## config.mk

```make
export PLATFORM = sky130hd
export DESIGN_NAME = periph_bus_arbiter_flat
export DESIGN_NICKNAME = d
export VERILOG_FILES = /design/src/rtl/periph_bus_arbiter_if.sv /design/src/rtl/periph_bus_arbiter.sv /design/src/flat_wrapper.sv
export SDC_FILE = /design/constraint.sdc
export NUM_CORES = 1
export LEC_CHECK = 0
export CAP_MARGIN = 25
export CORE_AREA = 5 5 106 108
export CTS_BUF_LIST = sky130_fd_sc_hd__clkbuf_4
export DETAILED_ROUTE_END_ITERATION = 8
export DIE_AREA = 0 0 111 113
export PLACE_DENSITY = 0.75
export SLEW_MARGIN = 20
export SYNTH_ARGS = -nofsm -noshare
export SYNTH_HDL_FRONTEND = slang
export SYNTH_SLANG_ARGS = --single-unit
```

## constraint.sdc

```tcl
create_clock -name clk -period 2.15 [get_ports clk]
set_input_delay 0.215 -clock clk [delete_from_list [all_inputs] [get_ports clk]]
set_output_delay 0.215 -clock clk [all_outputs]
set_load 0.01 [all_outputs]
```

## src/rtl/periph_bus_arbiter_if.sv

```systemverilog
// Bundle of request, response and shared-bus signals around the two-port
// peripheral bus arbiter. The slave modport is the arbiter's view; the
// master modport is the view of the requesters and the peripheral side.

`ifndef ADDR_W
`define ADDR_W 32
`endif
`ifndef WORD_W
`define WORD_W 32
`endif
`ifndef MEM_COUNT_W
`define MEM_COUNT_W 3
`endif
`ifndef MEM_CODE_W
`define MEM_CODE_W 2
`endif

interface periph_bus_arbiter_if;
    // Requester port 0
    logic                      i_p0_req_valid;
    logic [`ADDR_W-1:0]        i_p0_req_addr;
    logic [`WORD_W-1:0]        i_p0_req_wr_data;
    logic                      i_p0_req_wr_en;
    logic [`MEM_COUNT_W-1:0]   i_p0_req_count;
    logic                      o_p0_req_ready;
    logic                      o_p0_res_valid;

    // Requester port 1
    logic                      i_p1_req_valid;
    logic [`ADDR_W-1:0]        i_p1_req_addr;
    logic [`WORD_W-1:0]        i_p1_req_wr_data;
    logic                      i_p1_req_wr_en;
    logic [`MEM_COUNT_W-1:0]   i_p1_req_count;
    logic                      o_p1_req_ready;
    logic                      o_p1_res_valid;

    // Shared registered response
    logic [`WORD_W-1:0]        o_res_rd_data;
    logic [`MEM_CODE_W-1:0]    o_res_code;

    // Shared peripheral bus
    logic [`ADDR_W-1:0]        o_bus_addr;
    logic [`WORD_W-1:0]        o_bus_wr_data;
    logic                      o_bus_wr_en;
    logic [`MEM_COUNT_W-1:0]   o_bus_count;
    logic [`WORD_W-1:0]        i_bus_rd_data;
    logic [`MEM_CODE_W-1:0]    i_bus_code;

    modport slave (
        input  i_p0_req_valid, i_p0_req_addr, i_p0_req_wr_data, i_p0_req_wr_en, i_p0_req_count,
        output o_p0_req_ready, o_p0_res_valid,
        input  i_p1_req_valid, i_p1_req_addr, i_p1_req_wr_data, i_p1_req_wr_en, i_p1_req_count,
        output o_p1_req_ready, o_p1_res_valid,
        output o_res_rd_data, o_res_code,
        output o_bus_addr, o_bus_wr_data, o_bus_wr_en, o_bus_count,
        input  i_bus_rd_data, i_bus_code
    );

    modport master (
        output i_p0_req_valid, i_p0_req_addr, i_p0_req_wr_data, i_p0_req_wr_en, i_p0_req_count,
        input  o_p0_req_ready, o_p0_res_valid,
        output i_p1_req_valid, i_p1_req_addr, i_p1_req_wr_data, i_p1_req_wr_en, i_p1_req_count,
        input  o_p1_req_ready, o_p1_res_valid,
        input  o_res_rd_data, o_res_code,
        input  o_bus_addr, o_bus_wr_data, o_bus_wr_en, o_bus_count,
        output i_bus_rd_data, i_bus_code
    );
endinterface

```

## src/rtl/periph_bus_arbiter.sv

```systemverilog
// Two-port arbiter for the shared memory-mapped peripheral bus. Each
// transaction takes IDLE -> BUSY -> RESP: the bus is driven for the single
// BUSY cycle, the peripheral's combinational response is registered at the
// end of BUSY, and the winning port sees res_valid during RESP.

module periph_bus_arbiter #(
    parameter int unsigned FIXED_PRIORITY = 0
) (
    input logic                 clk,
    input logic                 aresetn,
    periph_bus_arbiter_if.slave bus_if
);

    typedef enum logic [1:0] {
        IDLE = 2'd0,
        BUSY = 2'd1,
        RESP = 2'd2
    } state_t;

    state_t                   state_q, state_d;
    logic                     grant_q, grant_d;
    logic                     last_grant_q, last_grant_d;
    logic [`WORD_W-1:0]       rd_data_q, rd_data_d;
    logic [`MEM_CODE_W-1:0]   code_q, code_d;

    logic                     winner;
    logic [`ADDR_W-1:0]       bus_addr;
    logic [`WORD_W-1:0]       bus_wr_data;
    logic                     bus_wr_en;
    logic [`MEM_COUNT_W-1:0]  bus_count;
    logic                     p0_ready;
    logic                     p1_ready;
    logic                     p0_res_valid;
    logic                     p1_res_valid;

    // Winner selection: a lone requester wins; on a tie either port 0 wins
    // outright or the port that was not served last time wins.
    always_comb begin
        winner = 1'b0;
        if (bus_if.i_p0_req_valid && bus_if.i_p1_req_valid) begin
            winner = (FIXED_PRIORITY != 0) ? 1'b0 : ~last_grant_q;
        end else if (bus_if.i_p1_req_valid) begin
            winner = 1'b1;
        end
    end

    // Next-state and output decode; the bus is quiet except during BUSY.
    always_comb begin
        state_d      = state_q;
        grant_d      = grant_q;
        last_grant_d = last_grant_q;
        rd_data_d    = rd_data_q;
        code_d       = code_q;
        bus_addr     = '0;
        bus_wr_data  = '0;
        bus_wr_en    = 1'b0;
        bus_count    = '0;
        p0_ready     = 1'b0;
        p1_ready     = 1'b0;
        p0_res_valid = 1'b0;
        p1_res_valid = 1'b0;

        case (state_q)
            IDLE: begin
                if (bus_if.i_p0_req_valid || bus_if.i_p1_req_valid) begin
                    grant_d = winner;
                    state_d = BUSY;
                end
            end
            BUSY: begin
                if (grant_q) begin
                    bus_addr    = bus_if.i_p1_req_addr;
                    bus_wr_data = bus_if.i_p1_req_wr_data;
                    bus_wr_en   = bus_if.i_p1_req_wr_en;
                    bus_count   = bus_if.i_p1_req_count;
                    p1_ready    = 1'b1;
                end else begin
                    bus_addr    = bus_if.i_p0_req_addr;
                    bus_wr_data = bus_if.i_p0_req_wr_data;
                    bus_wr_en   = bus_if.i_p0_req_wr_en;
                    bus_count   = bus_if.i_p0_req_count;
                    p0_ready    = 1'b1;
                end
                rd_data_d    = bus_if.i_bus_rd_data;
                code_d       = bus_if.i_bus_code;
                last_grant_d = grant_q;
                state_d      = RESP;
            end
            RESP: begin
                p0_res_valid = ~grant_q;
                p1_res_valid = grant_q;
                state_d      = IDLE;
            end
            default: begin
                state_d = IDLE;
            end
        endcase
    end

    // State and response registers; last_grant resets to 1 so port 0 takes
    // the first tie after reset.
    always_ff @(posedge clk or negedge aresetn) begin
        if (!aresetn) begin
            state_q      <= IDLE;
            grant_q      <= 1'b0;
            last_grant_q <= 1'b1;
            rd_data_q    <= '0;
            code_q       <= '0;
        end else begin
            state_q      <= state_d;
            grant_q      <= grant_d;
            last_grant_q <= last_grant_d;
            rd_data_q    <= rd_data_d;
            code_q       <= code_d;
        end
    end

    assign bus_if.o_bus_addr     = bus_addr;
    assign bus_if.o_bus_wr_data  = bus_wr_data;
    assign bus_if.o_bus_wr_en    = bus_wr_en;
    assign bus_if.o_bus_count    = bus_count;
    assign bus_if.o_p0_req_ready = p0_ready;
    assign bus_if.o_p1_req_ready = p1_ready;
    assign bus_if.o_p0_res_valid = p0_res_valid;
    assign bus_if.o_p1_res_valid = p1_res_valid;
    assign bus_if.o_res_rd_data  = rd_data_q;
    assign bus_if.o_res_code     = code_q;

endmodule

```

## src/flat_wrapper.sv

```systemverilog
// flat-port wrapper written by rule: the top's interface ports become plain ports
module periph_bus_arbiter_flat 
#(
    parameter int unsigned FIXED_PRIORITY = 0
)
  (clk, aresetn, bus_if_i_p0_req_valid, bus_if_i_p0_req_addr, bus_if_i_p0_req_wr_data, bus_if_i_p0_req_wr_en, bus_if_i_p0_req_count, bus_if_o_p0_req_ready, bus_if_o_p0_res_valid, bus_if_i_p1_req_valid, bus_if_i_p1_req_addr, bus_if_i_p1_req_wr_data, bus_if_i_p1_req_wr_en, bus_if_i_p1_req_count, bus_if_o_p1_req_ready, bus_if_o_p1_res_valid, bus_if_o_res_rd_data, bus_if_o_res_code, bus_if_o_bus_addr, bus_if_o_bus_wr_data, bus_if_o_bus_wr_en, bus_if_o_bus_count, bus_if_i_bus_rd_data, bus_if_i_bus_code);
  periph_bus_arbiter_if bus_if_i ();
  input logic clk;
  input logic aresetn;
  input wire logic [$bits(bus_if_i.i_p0_req_valid)-1:0] bus_if_i_p0_req_valid;
  input wire logic [$bits(bus_if_i.i_p0_req_addr)-1:0] bus_if_i_p0_req_addr;
  input wire logic [$bits(bus_if_i.i_p0_req_wr_data)-1:0] bus_if_i_p0_req_wr_data;
  input wire logic [$bits(bus_if_i.i_p0_req_wr_en)-1:0] bus_if_i_p0_req_wr_en;
  input wire logic [$bits(bus_if_i.i_p0_req_count)-1:0] bus_if_i_p0_req_count;
  output wire logic [$bits(bus_if_i.o_p0_req_ready)-1:0] bus_if_o_p0_req_ready;
  output wire logic [$bits(bus_if_i.o_p0_res_valid)-1:0] bus_if_o_p0_res_valid;
  input wire logic [$bits(bus_if_i.i_p1_req_valid)-1:0] bus_if_i_p1_req_valid;
  input wire logic [$bits(bus_if_i.i_p1_req_addr)-1:0] bus_if_i_p1_req_addr;
  input wire logic [$bits(bus_if_i.i_p1_req_wr_data)-1:0] bus_if_i_p1_req_wr_data;
  input wire logic [$bits(bus_if_i.i_p1_req_wr_en)-1:0] bus_if_i_p1_req_wr_en;
  input wire logic [$bits(bus_if_i.i_p1_req_count)-1:0] bus_if_i_p1_req_count;
  output wire logic [$bits(bus_if_i.o_p1_req_ready)-1:0] bus_if_o_p1_req_ready;
  output wire logic [$bits(bus_if_i.o_p1_res_valid)-1:0] bus_if_o_p1_res_valid;
  output wire logic [$bits(bus_if_i.o_res_rd_data)-1:0] bus_if_o_res_rd_data;
  output wire logic [$bits(bus_if_i.o_res_code)-1:0] bus_if_o_res_code;
  output wire logic [$bits(bus_if_i.o_bus_addr)-1:0] bus_if_o_bus_addr;
  output wire logic [$bits(bus_if_i.o_bus_wr_data)-1:0] bus_if_o_bus_wr_data;
  output wire logic [$bits(bus_if_i.o_bus_wr_en)-1:0] bus_if_o_bus_wr_en;
  output wire logic [$bits(bus_if_i.o_bus_count)-1:0] bus_if_o_bus_count;
  input wire logic [$bits(bus_if_i.i_bus_rd_data)-1:0] bus_if_i_bus_rd_data;
  input wire logic [$bits(bus_if_i.i_bus_code)-1:0] bus_if_i_bus_code;
  assign bus_if_i.i_p0_req_valid = bus_if_i_p0_req_valid;
  assign bus_if_i.i_p0_req_addr = bus_if_i_p0_req_addr;
  assign bus_if_i.i_p0_req_wr_data = bus_if_i_p0_req_wr_data;
  assign bus_if_i.i_p0_req_wr_en = bus_if_i_p0_req_wr_en;
  assign bus_if_i.i_p0_req_count = bus_if_i_p0_req_count;
  assign bus_if_o_p0_req_ready = bus_if_i.o_p0_req_ready;
  assign bus_if_o_p0_res_valid = bus_if_i.o_p0_res_valid;
  assign bus_if_i.i_p1_req_valid = bus_if_i_p1_req_valid;
  assign bus_if_i.i_p1_req_addr = bus_if_i_p1_req_addr;
  assign bus_if_i.i_p1_req_wr_data = bus_if_i_p1_req_wr_data;
  assign bus_if_i.i_p1_req_wr_en = bus_if_i_p1_req_wr_en;
  assign bus_if_i.i_p1_req_count = bus_if_i_p1_req_count;
  assign bus_if_o_p1_req_ready = bus_if_i.o_p1_req_ready;
  assign bus_if_o_p1_res_valid = bus_if_i.o_p1_res_valid;
  assign bus_if_o_res_rd_data = bus_if_i.o_res_rd_data;
  assign bus_if_o_res_code = bus_if_i.o_res_code;
  assign bus_if_o_bus_addr = bus_if_i.o_bus_addr;
  assign bus_if_o_bus_wr_data = bus_if_i.o_bus_wr_data;
  assign bus_if_o_bus_wr_en = bus_if_i.o_bus_wr_en;
  assign bus_if_o_bus_count = bus_if_i.o_bus_count;
  assign bus_if_i.i_bus_rd_data = bus_if_i_bus_rd_data;
  assign bus_if_i.i_bus_code = bus_if_i_bus_code;
  periph_bus_arbiter #(.FIXED_PRIORITY(FIXED_PRIORITY)) u_core (.clk(clk), .aresetn(aresetn), .bus_if(bus_if_i));
endmodule
```

### Word-level counts from Yosys, hierarchy flattened

Cells that the tools add are included.

* reduce and logical (&&, ||, !) cells: 4
* equality and inequality tests: 3
* bitwise operators: 2
* mux-type cells: 18

Operator list (number)
* 32-bit 2-to-1 mux: 4
* 1-bit 2-to-1 mux: 10
* 3-bit 2-to-1 mux: 2
* 2-bit one-hot mux with 2 select lines: 1
* 2-bit by 1-bit equality test with 1-bit output (second input constant): 1
* 2-bit equality test (second input constant): 1
* 2-bit zero test: 1
* 2-bit 2-to-1 mux: 1
* 2-bit by 1-bit inequality test with 1-bit output (second input constant): 1
* 1-bit NOT: 2
* 2-bit AND reduction: 1
* 1-bit logical AND: 1
* 1-bit logical OR: 1

* output and inout port bits: 106
* flip-flop bits (word level): 38
* input bits: 174
* logic and storage cells: 32

### Logic depth before layout (Yosys ltp)

* depth in word-level cells: 3
* mapped depth: 5
* depth with buffers taken out: 2

### Worst setup path after synthesis

Ideal clock, no wire load.

* kind: register to output
* start: register u_core.state_q[1]
* end: output bus_if_o_bus_addr[17]
* path buffers: 3
* data required time: 1.935 ns
* data arrival time: 1.152 ns
* stages on the path, launching flop included: 6
* path slack: 0.783 ns
* path through: dfrtp_1 -> nand2b_1 -> buf_6 -> buf_6 -> buf_4 -> nor2_1

* cells in the longest elaborated chain, start to end: 2

Ends and longest elaborated chain
* start: declaration: RTL line periph_bus_arbiter.sv:20 `state_t state_q, state_d;`
* start signal: assignment: RTL line periph_bus_arbiter.sv:110 `state_q <= state_d;`
* 2-bit by 1-bit equality test with 1-bit output: RTL line periph_bus_arbiter.sv:63 `case (state_q)`
* 32-bit 2-to-1 mux: RTL line periph_bus_arbiter.sv:63
* end: declaration: RTL line flat_wrapper.sv:26 `output wire logic [$bits(bus_if_i.o_bus_addr)-1:0] bus_if_o_bus_addr;`

No other way between the ends.

### Worst setup path after layout

* start: register u_core.grant_q
* end: output bus_if_o_bus_wr_data[11]

* cells in the longest elaborated chain, start to end: 2

Ends and longest elaborated chain
* start: declaration: RTL line periph_bus_arbiter.sv:21 `logic grant_q, grant_d;`
* start signal: assignment: RTL line periph_bus_arbiter.sv:111 `grant_q <= grant_d;`
* 32-bit 2-to-1 mux: RTL line periph_bus_arbiter.sv:71 `if (grant_q) begin`
* 32-bit 2-to-1 mux: RTL line periph_bus_arbiter.sv:63
* end: declaration: RTL line flat_wrapper.sv:27 `output wire logic [$bits(bus_if_i.o_bus_wr_data)-1:0] bus_if_o_bus_wr_data;`

No other way between the ends.

==> results.rst <==
.. list-table::
   :header-rows: 1

   * - Metric
     - Value
   * - Met1 GRT Util
     - 20.3%
   * - Crit share post-route
     - 96.9%
   * - Commonest cells after routing, fill and taps aside
     - sky130_fd_sc_hd__clkdlybuf4s50_1 (216), sky130_fd_sc_hd__nor2_1 (71), sky130_fd_sc_hd__mux2i_1 (67), sky130_fd_sc_hd__dfrtp_1 (36)
   * - Overall track demand over capacity in global routing
     - 17.4%
   * - Layout cells sized above 1
     - 12.0%
   * - Weighted congestion at the end of routability-driven global placement
     - 0.904
   * - # rows
     - 37
   * - Buffers added on ports
     - 279
   * - Clk slew on worst S/H paths
     - 120 ps
   * - Drt initial violations
     - 163
   * - Data arrival time at the worst-slack endpoint
     - 1870 ps
   * - Power density relative to cell area
     - 1170 mW/mm^2
   * - Register bit count reported by yosys
     - 38
   * - Worst reg2reg startpoint
     - u_core.state_q[1]
   * - Sum of buffers and inverters on the critical path
     - 2
   * - Peak per-stage delay on the critical path
     - 560 ps
   * - Crit Path Category
     - register to output port
   * - Average wire per cell in the routed design
     - 18.9 microns
   * - Detailed-routing iteration count for the pre-antenna-repair pass
     - 6
   * - Share of the core filled with cells in the final layout
     - 57.3%
   * - Sort of element at the start of the critical path
     - register
   * - Count of antenna-violating nets left after detailed routing
     - 0
   * - Vias after detailed routing
     - 2933
   * - Shortest clock period the worst path allows after layout
     - 2080 ps
   * - Vias in the first global route
     - 3051
   * - DRC errors left
     - 0
   * - Mapped Nets
     - 415
   * - Grt total ovfl
     - 0
   * - Required time at the endpoint of the critical path
     - 1930 ps
   * - CTS H-Tree Depth
     - 2
   * - Initial standard-cell utilization of the core
     - 26.3%
   * - CTS tree
     - built
   * - Type of the tightest min-delay check
     - input port to register
   * - Post-synthesis average cell area
     - 11.1 sq um
   * - Result of the run
     - finished, final reports clean
   * - Vias per cell
     - 4.44
   * - Accumulated negative setup slack
     - 0 ps
   * - Slowest CP cell
     - sky130_fd_sc_hd__dfrtp_4
   * - Number of nets in the finished design
     - 699
   * - Warnings from Yosys
     - 0
   * - Clock latency on the worst-skew pair
     - 350 ps
   * - Die H
     - 113 microns
   * - Reported leakage power
     - 3.13 nW
   * - Fraction of the yosys area taken by sequential cells
     - 35.7%
   * - I/O pin count
     - 280
   * - Worst relative slew slack
     - 44.1%
   * - R2R Setup Slk
     - 480 ps
   * - Clock root buffer
     - sky130_fd_sc_hd__clkbuf_4
   * - Number of max-slew violations in the final report
     - 0
   * - Biggest fanout along the worst timing path
     - 16
   * - Final setup violation count
     - 0
   * - Area of the core
     - 0.0101 sq mm
   * - Layout area overhead
     - 118%
   * - Cell family with the largest share of critical-path delay
     - buffers and inverters
   * - Top achievable clock speed
     - 480 MHz
   * - Number of failing hold endpoints at the final stage
     - 0
   * - Area of the die
     - 0.0125 sq mm
   * - Placed Cells
     - 640
   * - Setup WS pre-CTS
     - 320 ps
   * - Total routed wirelength
     - 12500 microns
   * - Post-Synthesis Cells
     - 241
   * - Number of cells traversed by the worst hold path
     - 2
   * - Clk buf depth
     - 2
   * - Worst Hold End
     - u_core.bus_if.o_res_rd_data[19]
   * - Endpoint of the most critical register-to-register path
     - u_core.bus_if.o_res_code[1]
   * - CP Cell Sequence
     - buf_16 > mux2i_1 > nor2_1 > clkdlybuf4s50_1
   * - Count of placed standard cells in the final layout, fillers left out
     - 661
   * - Commonest non-fill, non-tap cell in the layout
     - sky130_fd_sc_hd__clkdlybuf4s50_1
   * - Critical hold path startpoint
     - bus_if_i_bus_rd_data[19]
   * - Number of antenna violations at the first check in global routing
     - 0
   * - Global-route track usage on met2
     - 31.6%
   * - Crit end category
     - output port
   * - Pin count of the biggest net entering global routing
     - 64
   * - Worst R2R Path Depth
     - 3
   * - Half-perimeter wire length of the detailed placement result
     - 9830 microns
   * - First-pass GRT wire length
     - 17600 microns
   * - Global route hottest layer
     - met2
   * - Maximum vdd drop
     - 0.670 mV
   * - Die boundary width
     - 111 microns
   * - Minimum setup slack in the final design
     - 66.9 ps
   * - Actual slew at the worst max-slew pin
     - 839 ps
   * - Post-synthesis instance area
     - 0.00267 sq mm
   * - Post-synthesis cell type count
     - 16
   * - Count of max-cap constraint violations
     - 0
   * - Number of antenna diodes
     - 0
   * - TritonCTS Sinks
     - 38
   * - Clock buffer count from CTS
     - 5
   * - Met3 track utilization from global routing
     - 5.24%
   * - Worst clock skew on the final layout
     - 16.6 ps
-- power breakdown --
group	internal [W]	total, W	switching, W
clock	0.000235	0.000470	0.000235
sequential	0.00110	0.00135	0.000249
combinational	0.00296	0.00501	0.00204
-- how the worst max path moves through the flow --
| stage | start | endpoint | depth (start not counted) |
|---|---|---|---|
| after floorplan | u_core.state_q[1] | bus_if_o_bus_addr[17] | 5 |
| after global placement | u_core.grant_q | bus_if_o_bus_wr_en | 4 |
| after detailed placement | u_core.grant_q | bus_if_o_bus_wr_en | 4 |
| after CTS | u_core.grant_q | bus_if_o_bus_wr_en | 4 |
| after global routing | u_core.grant_q | bus_if_o_bus_wr_data[11] | 4 |
| final | u_core.grant_q | bus_if_o_bus_wr_data[11] | 4 |
-- metrics by stage --
step	hold slack (ps)	total power, W	cell area [sq um]
2_1_floorplan	-80.6	0.00405	2670
3_3_place_gp	360	0.00614	5510
3_5_place_dp	377	0.00621	5510
4_1_cts	461	0.00660	5580
5_1_grt	458	0.00722	5810
6_report	474	0.00683	5810
-- worst reg2reg max path, cell delays in order (launching register included) --
cell	delay [ps]
sky130_fd_sc_hd__dfrtp_1	410
sky130_fd_sc_hd__nand2b_4	200
sky130_fd_sc_hd__buf_4	530
sky130_fd_sc_hd__mux2_2	440
-- flip-flops by register name (all words and copies together) (netlist names) --
signal and cells:
u_core.last_grant_q 1, u_core.grant_q 1, u_core.bus_if.o_res_code 2, u_core.state_q 2
u_core.bus_if.o_res_rd_data 32
-- Yosys cell counts --
cell	n	area, sq um
sky130_fd_sc_hd__buf_4	5	37.5
sky130_fd_sc_hd__o2bb2ai_1	1	8.76
sky130_fd_sc_hd__mux2i_1	68	681
sky130_fd_sc_hd__buf_6	6	67.6
sky130_fd_sc_hd__nor3b_1	3	22.5
sky130_fd_sc_hd__dfstp_2	1	26.3
sky130_fd_sc_hd__mux2_4	32	480
sky130_fd_sc_hd__inv_1	2	7.51
sky130_fd_sc_hd__dfrtp_1	37	926
sky130_fd_sc_hd__nor2_1	71	267
sky130_fd_sc_hd__mux2_2	3	33.8
sky130_fd_sc_hd__buf_12	3	60.1
sky130_fd_sc_hd__nand2b_1	1	6.26
sky130_fd_sc_hd__a21boi_0	1	7.51
sky130_fd_sc_hd__o21a_1	1	7.51
sky130_fd_sc_hd__buf_2	6	30.0
-- kinds of logic after synthesis --
| logic type | share of synthesized area, % |
|---|---|
| compound gates | 0.891 |
| flops | 35.7 |
| simple gates | 11.1 |
| mux | 44.8 |
| buf+inv | 7.60 |
-- area by class of cell --
| cell class | instances | area (sq um) |
|---|---|---|
| Inverter | 2 | 7.51 |
| Clock buffer | 5 | 37.5 |
| Sequential cell | 38 | 956 |
| Timing Repair Buffer | 297 | 3070 |
| Multi-Input combinational cell | 181 | 1530 |
| Clock inverter | 2 | 33.8 |
| Tap cell | 136 | 170 |
| Fill cell | 867 | 4330 |
-- routing by layer --
layer / part of all wire, % / vias up
met4: 1.4 / 0
met3: 7.1 / 16
li1: - / 1381
met2: 53 / 144
met1: 39 / 1392
met5: 0 / -
-- timing repair --
| item | CTS | global route |
|---|---|---|
| hold buffers | 1 | 0 |
| gates cloned | 0 | 3 |
| gates resized for setup | 36 | 31 |
| hold endpoints to repair | 22 | 0 |
| endpoints found under the setup margin | 15 | 38 |
| setup buffers | 0 | 10 |
Power figures use the tool's default switching activity.
